**src/rtl/fix_session_pkg.sv**
```systemverilog
// Shared definitions for the FIX receive-path session sequence controller:
// MsgType codes, FSM state encoding, decision pulse bundle and width defaults.
package fix_session_pkg;

  localparam int SEQ_W_DEF = 8;
  localparam int MT_W_DEF  = 4;

  localparam logic [MT_W_DEF-1:0] MT_LOGON      = 4'd0;
  localparam logic [MT_W_DEF-1:0] MT_LOGOUT     = 4'd1;
  localparam logic [MT_W_DEF-1:0] MT_SEQ_RESET  = 4'd2;
  localparam logic [MT_W_DEF-1:0] MT_RESEND_REQ = 4'd3;
  localparam logic [MT_W_DEF-1:0] MT_HEARTBEAT  = 4'd4;
  localparam logic [MT_W_DEF-1:0] MT_APP        = 4'd5;

  typedef enum logic [2:0] {
    ST_IDLE    = 3'd0,
    ST_ACTIVE  = 3'd1,
    ST_RSD_REQ = 3'd2,
    ST_RECOVER = 3'd3,
    ST_FATAL   = 3'd4
  } state_e;

  typedef struct packed {
    logic advance;
    logic load;
    logic accept;
    logic ignore;
    logic logout;
    logic reject;
  } pulse_t;

endpackage

```
**src/rtl/fix_seq_session_ctrl.sv**
```systemverilog
// Session sequence controller: one header event in, one registered decision out
// the cycle after capture; drives generator advance/load, ResendRequest and Logout.
module fix_seq_session_ctrl
  import fix_session_pkg::*;
#(
  parameter int SEQ_W = SEQ_W_DEF,
  parameter int MT_W  = MT_W_DEF
) (
  input  logic             clk,
  input  logic             rst,
  input  logic             hdr_valid_i,
  output logic             hdr_ready_o,
  input  logic [MT_W-1:0]  msg_type_i,
  input  logic [SEQ_W-1:0] msg_seq_num_i,
  input  logic             poss_dup_i,
  input  logic             gap_fill_i,
  input  logic [SEQ_W-1:0] new_seq_num_i,
  input  logic             session_reset_i,
  input  logic [SEQ_W-1:0] expected_seq_i,
  output logic             seq_advance_o,
  output logic             seq_load_o,
  output logic [SEQ_W-1:0] seq_load_val_o,
  output logic             msg_accept_o,
  output logic             msg_ignore_o,
  output logic             rsd_valid_o,
  input  logic             rsd_ready_i,
  output logic [SEQ_W-1:0] rsd_begin_o,
  output logic [SEQ_W-1:0] rsd_end_o,
  output logic             logout_req_o,
  output logic             reject_o,
  output logic [2:0]       state_o
);

  state_e           state_q, state_d;
  logic             pend_q, pend_d;
  logic [MT_W-1:0]  mt_q, mt_d;
  logic [SEQ_W-1:0] seq_q, seq_d;
  logic [SEQ_W-1:0] new_q, new_d;
  logic             pd_q, pd_d;
  logic             gf_q, gf_d;
  logic [SEQ_W-1:0] gap_begin_q, gap_begin_d;
  logic [SEQ_W-1:0] gap_end_q, gap_end_d;
  pulse_t           pulse_q, pulse_d;
  logic [SEQ_W-1:0] load_val_q, load_val_d;

  logic in_rec;
  logic is_seq_reset;
  logic take;

  assign hdr_ready_o  = !pend_q && (state_q != ST_RSD_REQ);
  assign take         = hdr_valid_i && hdr_ready_o;
  assign in_rec       = (state_q == ST_RECOVER);
  assign is_seq_reset = (mt_q == MT_W'(MT_SEQ_RESET));

  always_comb begin
    state_d     = state_q;
    pend_d      = pend_q;
    mt_d        = mt_q;
    seq_d       = seq_q;
    new_d       = new_q;
    pd_d        = pd_q;
    gf_d        = gf_q;
    gap_begin_d = gap_begin_q;
    gap_end_d   = gap_end_q;
    pulse_d     = '0;
    load_val_d  = load_val_q;

    if (take) begin
      pend_d = 1'b1;
      mt_d   = msg_type_i;
      seq_d  = msg_seq_num_i;
      new_d  = new_seq_num_i;
      pd_d   = poss_dup_i;
      gf_d   = gap_fill_i;
    end

    if (state_q == ST_RSD_REQ) begin
      if (rsd_ready_i) state_d = ST_RECOVER;
    end else if (pend_q) begin
      pend_d = 1'b0;
      if (state_q == ST_FATAL || (state_q == ST_IDLE && mt_q != MT_W'(MT_LOGON))) begin
        pulse_d.ignore = 1'b1;
      end else begin
        // A Logon out of IDLE is judged by the ACTIVE rules in this same cycle
        if (state_q == ST_IDLE) state_d = ST_ACTIVE;
        if (is_seq_reset && !gf_q) begin
          if (new_q >= expected_seq_i) begin
            pulse_d.load   = 1'b1;
            pulse_d.accept = 1'b1;
            load_val_d     = new_q;
            if (in_rec) state_d = ST_ACTIVE;
          end else begin
            pulse_d.reject = 1'b1;
          end
        end else if (is_seq_reset && seq_q == expected_seq_i) begin
          if (new_q > expected_seq_i) begin
            pulse_d.load   = 1'b1;
            pulse_d.accept = 1'b1;
            load_val_d     = new_q;
            if (in_rec && new_q > gap_end_q) state_d = ST_ACTIVE;
          end else begin
            pulse_d.reject = 1'b1;
            pulse_d.ignore = 1'b1;
          end
        end else if (seq_q == expected_seq_i) begin
          pulse_d.accept  = 1'b1;
          pulse_d.advance = 1'b1;
          if (mt_q == MT_W'(MT_LOGOUT)) state_d = ST_IDLE;
          else if (in_rec && expected_seq_i == gap_end_q) state_d = ST_ACTIVE;
        end else if (seq_q > expected_seq_i) begin
          pulse_d.ignore = 1'b1;
          if (!in_rec) begin
            gap_begin_d = expected_seq_i;
            gap_end_d   = seq_q - SEQ_W'(1);
            state_d     = ST_RSD_REQ;
          end
        end else if (pd_q) begin
          pulse_d.ignore = 1'b1;
        end else begin
          pulse_d.logout = 1'b1;
          state_d        = ST_FATAL;
        end
      end
    end

    // Session reset overrides any decision or capture in the same cycle
    if (session_reset_i) begin
      state_d      = ST_IDLE;
      pend_d       = 1'b0;
      pulse_d      = '0;
      pulse_d.load = 1'b1;
      load_val_d   = SEQ_W'(1);
    end
  end

  always_ff @(posedge clk) begin
    if (rst) begin
      state_q     <= ST_IDLE;
      pend_q      <= 1'b0;
      mt_q        <= '0;
      seq_q       <= '0;
      new_q       <= '0;
      pd_q        <= 1'b0;
      gf_q        <= 1'b0;
      gap_begin_q <= '0;
      gap_end_q   <= '0;
      pulse_q     <= '0;
      load_val_q  <= '0;
    end else begin
      state_q     <= state_d;
      pend_q      <= pend_d;
      mt_q        <= mt_d;
      seq_q       <= seq_d;
      new_q       <= new_d;
      pd_q        <= pd_d;
      gf_q        <= gf_d;
      gap_begin_q <= gap_begin_d;
      gap_end_q   <= gap_end_d;
      pulse_q     <= pulse_d;
      load_val_q  <= load_val_d;
    end
  end

  assign seq_advance_o  = pulse_q.advance;
  assign seq_load_o     = pulse_q.load;
  assign seq_load_val_o = load_val_q;
  assign msg_accept_o   = pulse_q.accept;
  assign msg_ignore_o   = pulse_q.ignore;
  assign logout_req_o   = pulse_q.logout;
  assign reject_o       = pulse_q.reject;
  assign rsd_valid_o    = (state_q == ST_RSD_REQ);
  assign rsd_begin_o    = gap_begin_q;
  assign rsd_end_o      = gap_end_q;
  assign state_o        = state_q;

endmodule

```
**config.mk**
```make
export PLATFORM = sky130hd
export DESIGN_NAME = fix_seq_session_ctrl
export DESIGN_NICKNAME = d
export VERILOG_FILES = /design/src/rtl/fix_session_pkg.sv /design/src/rtl/fix_seq_session_ctrl.sv
export SDC_FILE = /design/constraint.sdc
export NUM_CORES = 1
export LEC_CHECK = 0
export CAP_MARGIN = 30
export CORE_AREA = 2 2 79 81
export DETAILED_ROUTE_END_ITERATION = 12
export DIE_AREA = 0 0 81 83
export HOLD_SLACK_MARGIN = 0.08
export MAX_ROUTING_LAYER = met4
export PLACE_DENSITY_LB_ADDON = 0.08
export SYNTH_ARGS = -nofsm -noshare
export SYNTH_HDL_FRONTEND = slang
export SYNTH_SLANG_ARGS = --single-unit
```
**constraint.sdc**
```tcl
create_clock -name clk -period 6.6 [get_ports clk]
set_clock_uncertainty 0.15 [all_clocks]
set_input_delay 0.66 -clock clk [delete_from_list [all_inputs] [get_ports clk]]
set_output_delay 0.66 -clock clk [all_outputs]
set_load 0.02 [all_outputs]
```
== Word-level counts from Yosys, hierarchy flattened ==
Cells that the tools add are included.
Storage, ports and cells
  output and inout bits: 35
  register bits: 56
Operators by class
  reduce and logical (&&, ||, !) cells: 27
  add/sub/neg operators: 1
  bitwise gates (word level): 7
  equal/unequal tests: 14
  mux-type cells: 51
  order comparisons: 4
Operators with widths (number)
  2-to-1 mux 3 bit: 17
  2-to-1 mux 8 bit: 4
  > comparator 8 bit: 3
  2-to-1 mux 1 bit: 19
  equality test 8 bit: 2
  2-to-1 mux 2 bit: 8
  2-to-1 mux 5 bit: 3
  AND reduction 6 bit: 2
  OR reduction 9 bit: 1
  greater-or-equal comparator 8 bit: 1
  AND reduction 8 bit: 1
  nonzero test 2 bit: 4
  subtractor 8 x 1 -> 8 bit (second input constant): 1
  logical AND 1 bit: 7
  NOT 1 bit: 7
  OR reduction 7 bit: 1
  equality test 3 x 2 -> 1 bit (second input constant): 2
  inequality test 2 bit (second input constant): 3
  inequality test 3 x 2 -> 1 bit (second input constant): 2
  nonzero test 3 bit: 2
  OR reduction 5 bit: 1
  equality test 4 x 1 -> 1 bit (second input constant): 1
  equality test 4 x 2 -> 1 bit (second input constant): 1
  inequality test 2 x 1 -> 1 bit (second input constant): 2
  8 further kinds: 9

== Longest topological paths before layout ==
Gate-level depths: netlist of run 1.
  depth in word-level cells: 10
  depth in mapped cells: 11
  depth with buffers taken out: 8

== Least setup slack after synthesis of run 1 ==
No wires, ideal clock.
  kind: input to register
  start: in expected_seq_i[6]
  end: reg gap_end_q[6], in the netlist rsd_end_o[6]
  path buffers: 3
  required time: 6310 ps
  data arrival time: 2378 ps
  cell stages on the path: 11
  slack: 3932 ps
  cell sequence: inv_1 ha_1 nand4_1 or2_2 buf_4 nand2_1 or4b_1 buf_2 buf_6 nor2_1 a211oi_2
Between the ends
  word-level cells in the longest chain between the ends: 4
  elaborated cells on any way between the ends: 6
  those cells by class: order compare: 1; eq/ne: 1; bitwise: 2; reduce/logical: 2
RTL lines
  start, declared: line fix_seq_session_ctrl.sv:19  | input logic [SEQ_W-1:0] expected_seq_i,
  parallel branches: the longest is 3 deep, another holds > comparator 8 bit
  AND reduction 8 bit (no line) (*)
  end signal, assigned: line fix_seq_session_ctrl.sv:158  | gap_end_q <= gap_end_d;
  end, declared: line fix_seq_session_ctrl.sv:42  | logic [SEQ_W-1:0] gap_end_q, gap_end_d;
Mark *: on every way between the ends.
A chain may end at the register's enable or synchronous reset.

== Worst setup path after layout of run 1 ==
  start: in expected_seq_i[5]
  end: reg gap_end_q[1], in the netlist rsd_end_o[1]
The elaborated chain is that of the path after synthesis.

==> qor_table.md, run 1 <==
| Step | Metric | This run |
|:---|:---|:---|
| setup path | Worst reg2reg endpoint | rsd_begin_o[3] |
| floorplanning | Initial core utilization | 52.9% |
| grt | Overflow left after global routing | 0 |
| cells and area | Fraction of final layout cells sized beyond drive strength 1 | 5.57% |
| cts | Buffers inserted by post-CTS timing repair | 0 |
| setup path | Worst path required time | 6.70 ns |
| timing | Number of pins exceeding their max-slew limit in the final report | 0 |
| cells and area | Layout filler cell count | 504 |
| timing | Final setup vio count | 0 |
| logic synthesis | Top cell type by total area after synthesis | dfxtp_1 |
| setup path | CP max-delay cell | or4b_1 |
| logic synthesis | EDFF count, synth | 0 |
| cts | Worst-case clock buffer depth | 2 |
| logic synthesis | Post-synthesis cell type count | 48 |
| route | Average detailed-routed wire length per instance | 15.4 um |
| power and ir drop | Net Sw Frac | 28.6% |
| route | Max Used Layer | met4 |
| logic synthesis | Fraction of registers with async set or reset after synthesis | 0% |
| cells and area | Nets | 490 |
| route | Wire length on met3 | 436 um |
| setup path | Startpoint types | input pin |
| setup path | Worst-case reg-to-reg path depth | 7 |
| logic synthesis | Yosys synthesis warning count | 0 |
| setup path | Number of buffers and inverters on the critical path | 3 |
| power and ir drop | Power density of the placed cells | 179 nW/um^2 |
| power and ir drop | Sequential group share of total power | 52.2% |
| setup path | Critical path depth in cells | 10 |
| placed design | Final weighted congestion of routability-driven global placement | 0.932 |
| route | Remaining routing DRC violations | 0 |
| setup path | Cell breakdown of the critical path | clkdlybuf4s50_1 > inv_1 > ha_1 > nand4_1 > o21bai_1 > a221o_1 > or4b_1 > buf_8 > or2_0 > a21oi_1 |
| setup path | Cell type group with the largest total delay on the critical path | simple AND/OR/NAND/NOR gates |
| setup path | Worst stage delay on the critical path | 0.77 ns |
| setup path | Critical path launch point | expected_seq_i[5] |
| setup path | Arrival time of the worst setup path | 3.57 ns |
| placed design | Port bufs | 69 |
| power and ir drop | Power dissipated by switching net loads | 0.198 mW |
| min path | Min-Delay Path Class | reg2reg |
| grt | Global-route wire length before repair | 12,600 um |
| route | Total routed wire length on the met1 layer | 3690 um |
| cts | Clock edge transition at the registers on the reported setup and hold paths | 0.11 ns |
| route | Met2 routed WL | 3630 um |
| route | Iter 0 DRT Violations | 150 |
| route | Antenna viol nets, final | 0 |
| timing | Final worst path period share | 52.7% |
| power and ir drop | Internal portion of total power | 0.495 mW |
| floorplanning | Number of I/O pins | 70 |
| route | Aggregate routed wire length | 7810 um |
| logic synthesis | Flops & latches, synth | 56 |
| floorplanning | Floorplan core area | 5820 um^2 |
| logic synthesis | Synth Instances | 368 |
| floorplanning | Row count | 28 |
| logic synthesis | Top post-synthesis cells by count | nand2_1, dfxtp_1, a21oi_1, nor2_1, ha_1 |
| cells and area | Ant. Diodes | 0 |
| setup path | Critical path peak fanout | 12 |
| flow run | MaxCap Viol Count | 0 |
| timing | Relative slew slack | 32.9% |
| floorplanning | Area enclosed by the die boundary | 6720 um^2 |
| status | Run status | finished, final reports clean |
| power and ir drop | Static Leakage | 1.66 nW |
| cts | TritonCTS sink count | 56 |
| floorplanning | Height of the chip | 83 um |
| power and ir drop | Overall power of the completed layout | 0.694 mW |
| cts | Worst-Skew Late Latency | 0.32 ns |
| logic synthesis | Mapped Nets | 428 |
| grt | Pin count of the biggest net entering global routing | 43 |
| logic synthesis | Leading post-synthesis cells by cell area | dfxtp_1, ha_1, nand2_1 |
| route | Via count of the routed design | 2,738 |
| timing | Unrepaired setup endpoints after global routing | no |
| grt | Vias in the first global route | 2,597 |
| logic synthesis | Fraction of the yosys area taken by sequential cells | 36.4% |
| timing | Hold violation count in the final report | 0 |
| setup path | Worst setup EP type | flip-flop |
| logic synthesis | Top_reg_cell synth | dfxtp_1 |
| cells and area | Area growth, synth to finish | 25.9% |
| power and ir drop | Part of the power in combinational logic | 17.6% |
| cts | Root Buffer Master | clkbuf_8 |
| grt | Antenna violations before repair | 0 |
| grt | GRT Util Overall | 24.8% |
| cts | Total clock buffers created by CTS | 5 |
| logic synthesis | Portion of synthesized cell area occupied by the leading cell type | 36.4% |
| cts | CTS tree | yes |
| placed design | Final HPWL DP | 6080 um |
| cts | Number of H-tree levels | 2 |
| setup path | Startpoint of the worst register-to-register path | mt_q[1] |
| logic synthesis | Count leader, synth | nand2_1 |
| cts | Count of hold-fix buffers inserted at cts | 0 |
| route | Via-to-Cell Ratio | 5.41 |
| logic synthesis | Post-Syn Area per Cell | 8.36 um^2 |
| logic synthesis | Summed instance area of the synthesized netlist | 3080 um^2 |
| floorplanning | Die outline width | 81 um |
| timing | Period minus WS final | 3.48 ns |
| cts | Resized cells post-CTS | 0 |
| power and ir drop | Clock power frac | 30.2% |
| timing | Tightest Pin Transition | 0.993 ns |
| setup path | Worst setup path endpoint | rsd_end_o[1] |
| power and ir drop | Worst IR drop on VDD | 0.0973 mV |
| route | Pre-antenna DRT Iters | 4 |
| setup path | Category of the most critical setup path | in2reg |
| timing | Maximum operating frequency | 288 MHz |
| setup path | Flop-to-flop setup slack | 3.64 ns |
| timing | Total negative slack | 0 ns |
-- flip-flops by register name (all words and copies together), names as in the netlist --
| name | count |
|---|---|
| new_q | 8 |
| seq_q | 8 |
| state_o | 3 |
| msg_ignore_o | 1 |
| rsd_end_o | 8 |
| seq_load_o | 1 |
| gf_q | 1 |
| mt_q | 4 |
| reject_o | 1 |
| logout_req_o | 1 |
| pend_q | 1 |
| rsd_begin_o | 8 |
| pd_q | 1 |
| seq_advance_o | 1 |
| seq_load_val_o | 8 |
| msg_accept_o | 1 |
-- worst register-to-register path: stages, from the launching register on --
cell	delay [ns]
dfxtp_1	0.42
nor4b_1	0.83
nand2b_1	0.21
nand2_1	0.21
or4b_1	0.52
buf_8	0.24
mux2i_1	0.22
nor2_1	0.05
-- cell families (layout without fill, tap and decap cells) --
logic type / count (synthesis) / after routing / synth area share (%)
compound gates: 74 / 74 / 16.1
buf+inv: 37 / 100 / 6.34
flops: 56 / 56 / 36.4
fa+ha+maj: 25 / 25 / 10.2
simple gates: 144 / 144 / 21.2
mux: 18 / 18 / 5.85
xor+xnor: 14 / 14 / 3.98
-- worst min-delay path by stage --
| stage | start | cells after the start | end | slack [ns] |
|---|---|---|---|---|
| after global placement | new_q[0] | 2 | new_q[0] | 0.31 |
| after floorplan | new_q[0] | 2 | new_q[0] | 0.30 |
| after global routing | new_q[0] | 2 | new_q[0] | 0.37 |
| after detailed placement | new_q[0] | 2 | new_q[0] | 0.33 |
| after CTS | new_q[0] | 2 | new_q[0] | 0.34 |
| final | new_q[0] | 2 | new_q[0] | 0.34 |
-- stage by stage --
stage | setup WS (ns) | instance area, um^2 | utilization, % | hold WS, ns | std cells
after floorplan | 3.93 | 3080 | - | 0.299 | 368
after global placement | 2.77 | 3750 | 64.5 | 0.314 | 496
after detailed placement | 2.81 | 3780 | 64.9 | 0.326 | 498
after CTS | 3.13 | 3880 | 66.7 | 0.343 | 506
after global routing | 3.00 | 3880 | 66.7 | 0.368 | 506
final | 3.12 | 3880 | 66.7 | 0.342 | 506
-- per-layer routing --
metal | global-route usage [%] | up-vias
li1 | - | 1396
met1 | 33.5 | 1246
met2 | 39.0 | 91
met3 | 4.46 | 5
met4 | 4.47 | 0
met5 | - | -
-- placed cells by master, fill, tap and decap left out, types with 2 or more instances in the layout --
master | synthesis | final
a2111o_1 | 2 | 2
a211oi_2 | 6 | 6
a21o_1 | 4 | 4
a21oi_1 | 41 | 41
a221o_1 | 2 | 2
clkbuf_8 | 0 | 6
clkdlybuf4s50_1 | 0 | 69
dfxtp_1 | 56 | 56
ha_1 | 25 | 25
inv_1 | 20 | 20
inv_6 | 0 | 2
mux2i_1 | 18 | 18
nand2_1 | 62 | 62
nand2b_1 | 4 | 4
nand3_1 | 8 | 8
nand4_1 | 6 | 6
nor2_1 | 38 | 38
nor2b_1 | 2 | 2
nor3_1 | 6 | 6
nor4_1 | 3 | 3
nor4b_1 | 2 | 2
o211ai_1 | 2 | 2
o21a_1 | 2 | 2
o21ai_0 | 7 | 7
o21bai_1 | 2 | 2
or2_2 | 2 | 2
xnor2_1 | 6 | 6
xor2_1 | 8 | 8
-- power by group through the flow --
stage               Sequential (mW)  Clock (mW)  Combinational (mW)
finish                        0.362       0.210               0.122
global route                  0.363       0.227               0.137
CTS                           0.362       0.212               0.122
detailed placement            0.370           0               0.121
global placement              0.369           0               0.119
floorplan                     0.367           0              0.0745
-- layout make-up --
class	instances	area (um^2)	share of cell area (%)
Clock buffer	6	82.6	2.13
Clock inverter	2	17.5	0.452
Inverter	20	75.1	1.94
Multi-Input combinational cell	275	1760	45.4
Sequential cell	56	1120	28.9
Tap cell	75	93.8	2.42
Timing Repair Buffer	72	724	18.7
(Power assumes the default switching activity.)
==> run 2, diff against run 1 <==
Settings changed: CORE_AREA 2 2 79 81 to 2 2 82 84, DIE_AREA 0 0 81 83 to 0 0 84 86.
Clock period 6.6 ns to 3.3 ns, I/O delays scaled along.
==> qor_table.md, run 2 (synthesized netlist as in run 1, its figures left out) <==
| Step | Metric | This run | vs previous |
|:---|:---|:---|:---|
| status | Run status | finished, final reports clean |  |
| min path | Min-Delay Path Class | reg2reg |  |
| setup path | Worst setup path endpoint | seq_load_val_o[0] |  |
| timing | Period minus WS final | 2.84 ns |  |
| power and ir drop | Overall power of the completed layout | 1.36 mW | +96% |
| route | Iter 0 DRT Violations | 194 | +29% |
| power and ir drop | Clock power frac | 28.7% | -1.5 points |
| cts | Buffers inserted by post-CTS timing repair | 0 | unchanged |
| setup path | Worst-case reg-to-reg path depth | 8 | +1 |
| cells and area | Nets | 493 | +0.61% |
| cells and area | Most used cells in the layout excluding fill and tap cells | clkdlybuf4s50_1, nand2_1, dfxtp_1 |  |
| power and ir drop | Static Leakage | 1.66 nW | +0.39% |
| route | Antenna viol nets, final | 0 | unchanged |
| route | Remaining routing DRC violations | 0 | unchanged |
| grt | Vias in the first global route | 2,708 | +4.3% |
| setup path | Worst path required time | 3.34 ns | -3.36 ns |
| power and ir drop | Net Sw Frac | 28.5% | -0.086 points |
| timing | Relative slew slack | 49.2% | +16 points |
| timing | Tightest Pin Transition | 0.760 ns | -0.233 ns |
| power and ir drop | Part of the power in combinational logic | 18.2% | +0.6 points |
| timing | Maximum operating frequency | 352 MHz |  |
| flow run | MaxCap Viol Count | 0 | unchanged |
| cells and area | Ant. Diodes | 0 | unchanged |
| floorplanning | Height of the chip | 86 um | +3.6% |
| cts | Clock edge transition at the registers on the reported setup and hold paths | 0.10 ns | about the same |
| setup path | Arrival time of the worst setup path | 2.88 ns | -0.69 ns |
| route | Via-to-Cell Ratio | 5.38 | -0.62% |
| floorplanning | Initial core utilization | 49.0% | -3.9 points |
| route | Aggregate routed wire length | 7610 um | -2.6% |
| route | Pre-antenna DRT Iters | 4 | unchanged |
| setup path | Startpoint types | input pin |  |
| cts | Root Buffer Master | clkbuf_8 |  |
| timing | Hold violation count in the final report | 0 | unchanged |
| power and ir drop | Worst IR drop on VDD | 0.226 mV | +130% |
| timing | Final setup vio count | 0 | unchanged |
| timing | Worst hold slack | 0.335 ns | -0.00655 ns |
| grt | GRT Util Overall | 22.7% | -2.0 points |
| grt | Overflow left after global routing | 0 | unchanged |
| floorplanning | Area enclosed by the die boundary | 7220 um^2 | +7.5% |
| grt | Global-route wire length before repair | 12,900 um | +2.2% |
| floorplanning | Row count | 29 | +3.6% |
| cells and area | Area growth, synth to finish | 26.2% |  |
| cts | Number of H-tree levels | 2 | unchanged |
| timing | Number of pins exceeding their max-slew limit in the final report | 0 | unchanged |
| cts | Worst-Skew Late Latency | 0.32 ns | about the same |
| cts | CTS tree | yes |  |
| setup path | Critical path peak fanout | 9 | -3 |
| power and ir drop | Internal portion of total power | 0.973 mW | +96% |
| cells and area | Fraction of final layout cells sized beyond drive strength 1 | 5.99% | +0.42 points |
| placed design | Port bufs | 69 | unchanged |
| power and ir drop | Power density of the placed cells | 350 nW/um^2 | +96% |
| timing | Unrepaired setup endpoints after global routing | no |  |
| power and ir drop | Power dissipated by switching net loads | 0.388 mW | +96% |
| setup path | Worst setup EP type | flip-flop |  |
| power and ir drop | Sequential group share of total power | 53.1% | +0.9 points |
| grt | Pin count of the biggest net entering global routing | 42 | -2.3% |
| timing | Final worst path period share | 86.1% |  |
| floorplanning | Die outline width | 84 um | +3.7% |
| setup path | Category of the most critical setup path | in2reg |  |
| setup path | Startpoint of the worst register-to-register path | seq_q[5] |  |
| route | Average detailed-routed wire length per instance | 14.9 um | -3.5% |
| grt | Antenna violations before repair | 0 | unchanged |
| cells and area | Leading cell type in the layout, fill and taps excluded | clkdlybuf4s50_1 |  |
| cts | Worst-case clock buffer depth | 2 | unchanged |
| cts | Count of hold-fix buffers inserted at cts | 0 | unchanged |
| setup path | Critical path launch point | expected_seq_i[7] |  |
| cts | Total clock buffers created by CTS | 5 | unchanged |
| cts | Resized cells post-CTS | 0 | unchanged |
| cts | TritonCTS sink count | 56 | unchanged |
| cells and area | Final standard cell count with taps included and fillers excluded | 511 | +0.99% |
| floorplanning | Floorplan core area | 6280 um^2 | +7.9% |
| route | Via count of the routed design | 2,748 | +0.37% |
| timing | Total negative slack | 0 ns | unchanged |
| setup path | Worst reg2reg endpoint | rsd_end_o[1] |  |
| placed design | Final HPWL DP | 5960 um | -2.0% |
| floorplanning | Number of I/O pins | 70 | unchanged |
| setup path | Flop-to-flop setup slack | 0.68 ns | -2.96 ns |
| placed design | Number of instances in the placed design | 502 | +0.80% |
| placed design | Final weighted congestion of routability-driven global placement | 0.921 | -1.2% |
-- run 2: changes by cell type in the layout (fill, tap and decap cells not counted) --
cell      change
buf_4         +4
buf_8         -1
clkbuf_1      +1
clkbuf_8      -1
-- run 2: power groups by stage --
stage	clock network (mW)	logic (mW)	registers [mW]
6_report	0.390	0.247	0.723
3_3_place_gp	0	0.242	0.738
5_1_grt	0.431	0.277	0.727
3_5_place_dp	0	0.244	0.738
2_1_floorplan	0	0.149	0.734
4_1_cts	0.400	0.245	0.723
-- run 2: metrics by stage --
step | area, um^2 | util (%) | setup slack, ns
2_1_floorplan | 3080 | - | 0.962
6_report | 3880 | 61.9 | 0.458
3_3_place_gp | 3780 | 60.3 | 0.182
4_1_cts | 3870 | 61.7 | 0.444
3_5_place_dp | 3780 | 60.3 | 0.110
5_1_grt | 3880 | 61.9 | 0.216
-- run 2: worst max-delay path, cell delays in order --
cell             delay [ns]
clkdlybuf4s50_1        0.53
inv_1                  0.09
ha_1                   0.32
nand4_1                0.18
nor2_1                 0.41
a21boi_0               0.15
a2111o_1               0.57
mux2i_1                0.22
a21oi_1                0.08
-- run 2: worst min path at each step --
| stage | start | endpoint | slack (ns) | cells after the start |
|---|---|---|---|---|
| final | new_q[0] | new_q[0] | 0.34 | 2 |
| after global routing | new_q[0] | new_q[0] | 0.38 | 2 |
| after CTS | new_q[0] | new_q[0] | 0.34 | 2 |
| after detailed placement | new_q[0] | new_q[0] | 0.32 | 2 |
| after global placement | new_q[0] | new_q[0] | 0.32 | 2 |
| after floorplan | new_q[0] | new_q[0] | 0.30 | 2 |
-- run 2: final cells by class --
| type | count | area (um^2) |
|---|---|---|
| inverter | 20 | 75.1 |
| clock inverter | 2 | 17.5 |
| multi-input combinational | 275 | 1760 |
| sequential | 56 | 1120 |
| tap | 77 | 96.3 |
| timing repair buffer | 75 | 739 |
| clock buffer | 6 | 72.6 |
| fill | 590 | 2390 |
-- run 2: metal layers --
metal	track usage [%]	vias to the layer above	wire length, um
li1	-	1397	-
met4	5.87	0	85
met1	31.8	1247	3660
met2	34.5	98	3420
met3	3.46	6	447
met5	-	-	0
==> run 3, diff against run 2 <==
Settings changed: GPL_TIMING_DRIVEN set to 0.
==> qor_table.md, run 3 (synthesized netlist as in run 1, its figures left out) <==
| Step | Metric | This run | vs previous |
|:---|:---|:---|:---|
| cells and area | Fraction of final layout cells sized beyond drive strength 1 | 6.32% | +0.33 points |
| timing | Total negative slack | 0 ns | unchanged |
| cells and area | Leading cell type in the layout, fill and taps excluded | clkdlybuf4s50_1 |  |
| route | Average detailed-routed wire length per instance | 15.1 um | +1.2% |
| cells and area | Final standard cell count with taps included and fillers excluded | 520 | +1.8% |
| placed design | Port bufs | 68 | -1.4% |
| timing | Minimum setup slack in the final design | 0.366 ns | -0.0917 ns |
| cells and area | Layout filler cell count | 573 | -2.9% |
| cts | Total clock buffers created by CTS | 5 | unchanged |
| cts | CTS tree | yes |  |
| power and ir drop | Internal portion of total power | 1.11 mW | +15% |
| status | Run status | finished, final reports clean |  |
| placed design | Number of instances in the placed design | 513 | +2.2% |
| route | Antenna viol nets, final | 0 | unchanged |
| cells and area | Ant. Diodes | 0 | unchanged |
| cts | Buffers inserted by post-CTS timing repair | 0 | unchanged |
| min path | Min-Delay Path Class | in2reg |  |
| power and ir drop | Power density of the placed cells | 378 nW/um^2 | +7.8% |
| cells and area | Area taken by multi-input logic gates | 1760 um^2 | unchanged |
| route | Remaining routing DRC violations | 0 | unchanged |
| cells and area | Final core utilization | 63.5% | +1.6 points |
| placed design | Final HPWL DP | 6130 um | +2.8% |
| timing | Relative slew slack | 37.1% | -12 points |
| grt | Global-route wire length before repair | 13,300 um | +2.6% |
| timing | Period minus WS final | 2.93 ns | +0.0917 ns |
| power and ir drop | Net Sw Frac | 26.0% | -2.6 points |
| cells and area | Most used cells in the layout excluding fill and tap cells | clkdlybuf4s50_1, nand2_1, dfxtp_1 |  |
| cells and area | Register cell area after layout | 1120 um^2 | unchanged |
| floorplanning | Number of I/O pins | 70 | unchanged |
| power and ir drop | Overall power of the completed layout | 1.51 mW | +11% |
| setup path | Arrival time of the worst setup path | 2.97 ns | +0.09 ns |
| timing | Unrepaired setup endpoints after global routing | no |  |
| placed design | Final weighted congestion of routability-driven global placement | 0.864 | -6.2% |
| cts | Number of H-tree levels | 2 | unchanged |
| route | Via count of the routed design | 2,807 | +2.1% |
| timing | Worst hold slack | 0.298 ns | -0.0368 ns |
| floorplanning | Initial core utilization | 49.0% | unchanged |
| grt | GRT Util Overall | 23.4% | +0.69 points |
| cells and area | Nets | 503 | +2.0% |
| placed design | Worst setup timing slack at the placement stage | 0.0602 ns | -0.0500 ns |
| floorplanning | Area enclosed by the die boundary | 7220 um^2 | unchanged |
| setup path | Cell breakdown of the critical path | clkdlybuf4s50_1 > inv_1 > ha_1 > nand4_1 > o21bai_1 > a221o_1 > or4b_1 > buf_2 > buf_6 > nor2_1 > a211oi_2 |  |
| grt | Pin count of the biggest net entering global routing | 17 | -60% |
| cts | TritonCTS sink count | 56 | unchanged |
| timing | Final setup vio count | 0 | unchanged |
| grt | Overflow left after global routing | 0 | unchanged |
| setup path | Critical path peak fanout | 10 | +1 |
| setup path | Startpoint types | input pin |  |
| setup path | Category of the most critical setup path | in2reg |  |
| timing | Number of pins exceeding their max-slew limit in the final report | 0 | unchanged |
| timing | Final worst path period share | 88.9% | +2.8 points |
| timing | Hold violation count in the final report | 0 | unchanged |
| floorplanning | Height of the chip | 86 um | unchanged |
| power and ir drop | Static Leakage | 1.70 nW | +2.4% |
| setup path | Worst setup EP type | flip-flop |  |
| route | Pre-antenna DRT Iters | 5 | +1 |
| route | Iter 0 DRT Violations | 160 | -18% |
| grt | Vias in the first global route | 2,762 | +2.0% |
| power and ir drop | Clock power frac | 35.6% | +6.9 points |
| setup path | Number of buffers and inverters on the critical path | 4 | +2 |
| flow run | MaxCap Viol Count | 0 | unchanged |
| cts | Worst-Skew Late Latency | 0.32 ns | about the same |
| cells and area | Design Area, Final | 3980 um^2 | +2.6% |
| cts | Count of hold-fix buffers inserted at cts | 0 | unchanged |
| route | Aggregate routed wire length | 7840 um | +3.0% |
| grt | Antenna violations before repair | 0 | unchanged |
| floorplanning | Die outline width | 84 um | unchanged |
| power and ir drop | Worst IR drop on VDD | 0.200 mV | -12% |
| timing | Maximum operating frequency | 341 MHz | -3.1% |
| cells and area | Area growth, synth to finish | 29.4% |  |
| cts | Root Buffer Master | clkbuf_8 |  |
| setup path | Worst path required time | 3.33 ns | about the same |
| cts | Resized cells post-CTS | 0 | unchanged |
| floorplanning | Row count | 29 | unchanged |
| power and ir drop | Power dissipated by switching net loads | 0.391 mW | +0.72% |
| timing | Tightest Pin Transition | 0.930 ns | +0.170 ns |
| power and ir drop | Part of the power in combinational logic | 16.4% | -1.8 points |
| cts | Clock edge transition at the registers on the reported setup and hold paths | 0.10 ns | about the same |
| placed design | Placed inst area | 3850 um^2 | +1.9% |
| setup path | CP max-delay cell | clkdlybuf4s50_1 |  |
| cts | Worst-case clock buffer depth | 2 | unchanged |
| setup path | Worst stage delay on the critical path | 0.54 ns | -0.03 ns |
| floorplanning | Floorplan core area | 6280 um^2 | unchanged |
| setup path | Cell type group with the largest total delay on the critical path | buffers and inverters |  |
| power and ir drop | Sequential group share of total power | 48.0% | -5.1 points |
| route | Via-to-Cell Ratio | 5.40 | +0.38% |
-- run 3: cell types whose count changed in the layout (fill, tap and decap cells not counted) --
cell and change:
buf_6 +5, clkdlybuf4s50_1 -1, clkbuf_1 +4, buf_2 +1, buf_4 -4, inv_6 -2
buf_1 +3, dlygate4sd3_1 +1, bufinv_16 +2
-- run 3: final cells by class --
class	instances	share of cell area, %
Buffer	17	3.02
Inverter	20	1.88
Clock inverter	2	1.51
Multi-Input combinational cell	275	44.2
Clock buffer	5	1.73
Sequential cell	56	28.1
Timing Repair Buffer	68	17.1
Tap cell	77	2.42
-- run 3: power groups by stage --
stage / clock network, mW / registers [mW] / logic (mW)
3_3_place_gp: 0 / 0.736 / 0.241
3_5_place_dp: 0 / 0.738 / 0.245
2_1_floorplan: 0 / 0.734 / 0.149
5_1_grt: 0.568 / 0.726 / 0.280
6_report: 0.535 / 0.723 / 0.248
4_1_cts: 0.541 / 0.722 / 0.247
-- run 3: path summary, 6_finish.rpt --
check / from / to / slack [ns] / cells past startpoint
max: expected_seq_i[7] / rsd_end_o[5] / 0.37 / 11
min: rst / msg_ignore_o / 0.30 / 5
min reg2reg: new_q[0] / new_q[0] / 0.34 / 2
max reg2reg: seq_q[5] / rsd_end_o[5] / 0.63 / 9
-- run 3: per-layer routing --
layer / routed length, um / global-route usage [%] / up-vias
li1: - / - / 1416
met1: 3700 / 32.0 / 1292
met2: 3570 / 36.9 / 91
met3: 483 / 3.56 / 8
met4: 97 / 5.43 / 0
met5: 0 / - / -
-- run 3: tightest hold or removal path, delay by kind of cell --
kind	cells	cell delay, ns
simple gates	3	0.22
buf+inv	1	0.09
compound gates	1	0.09
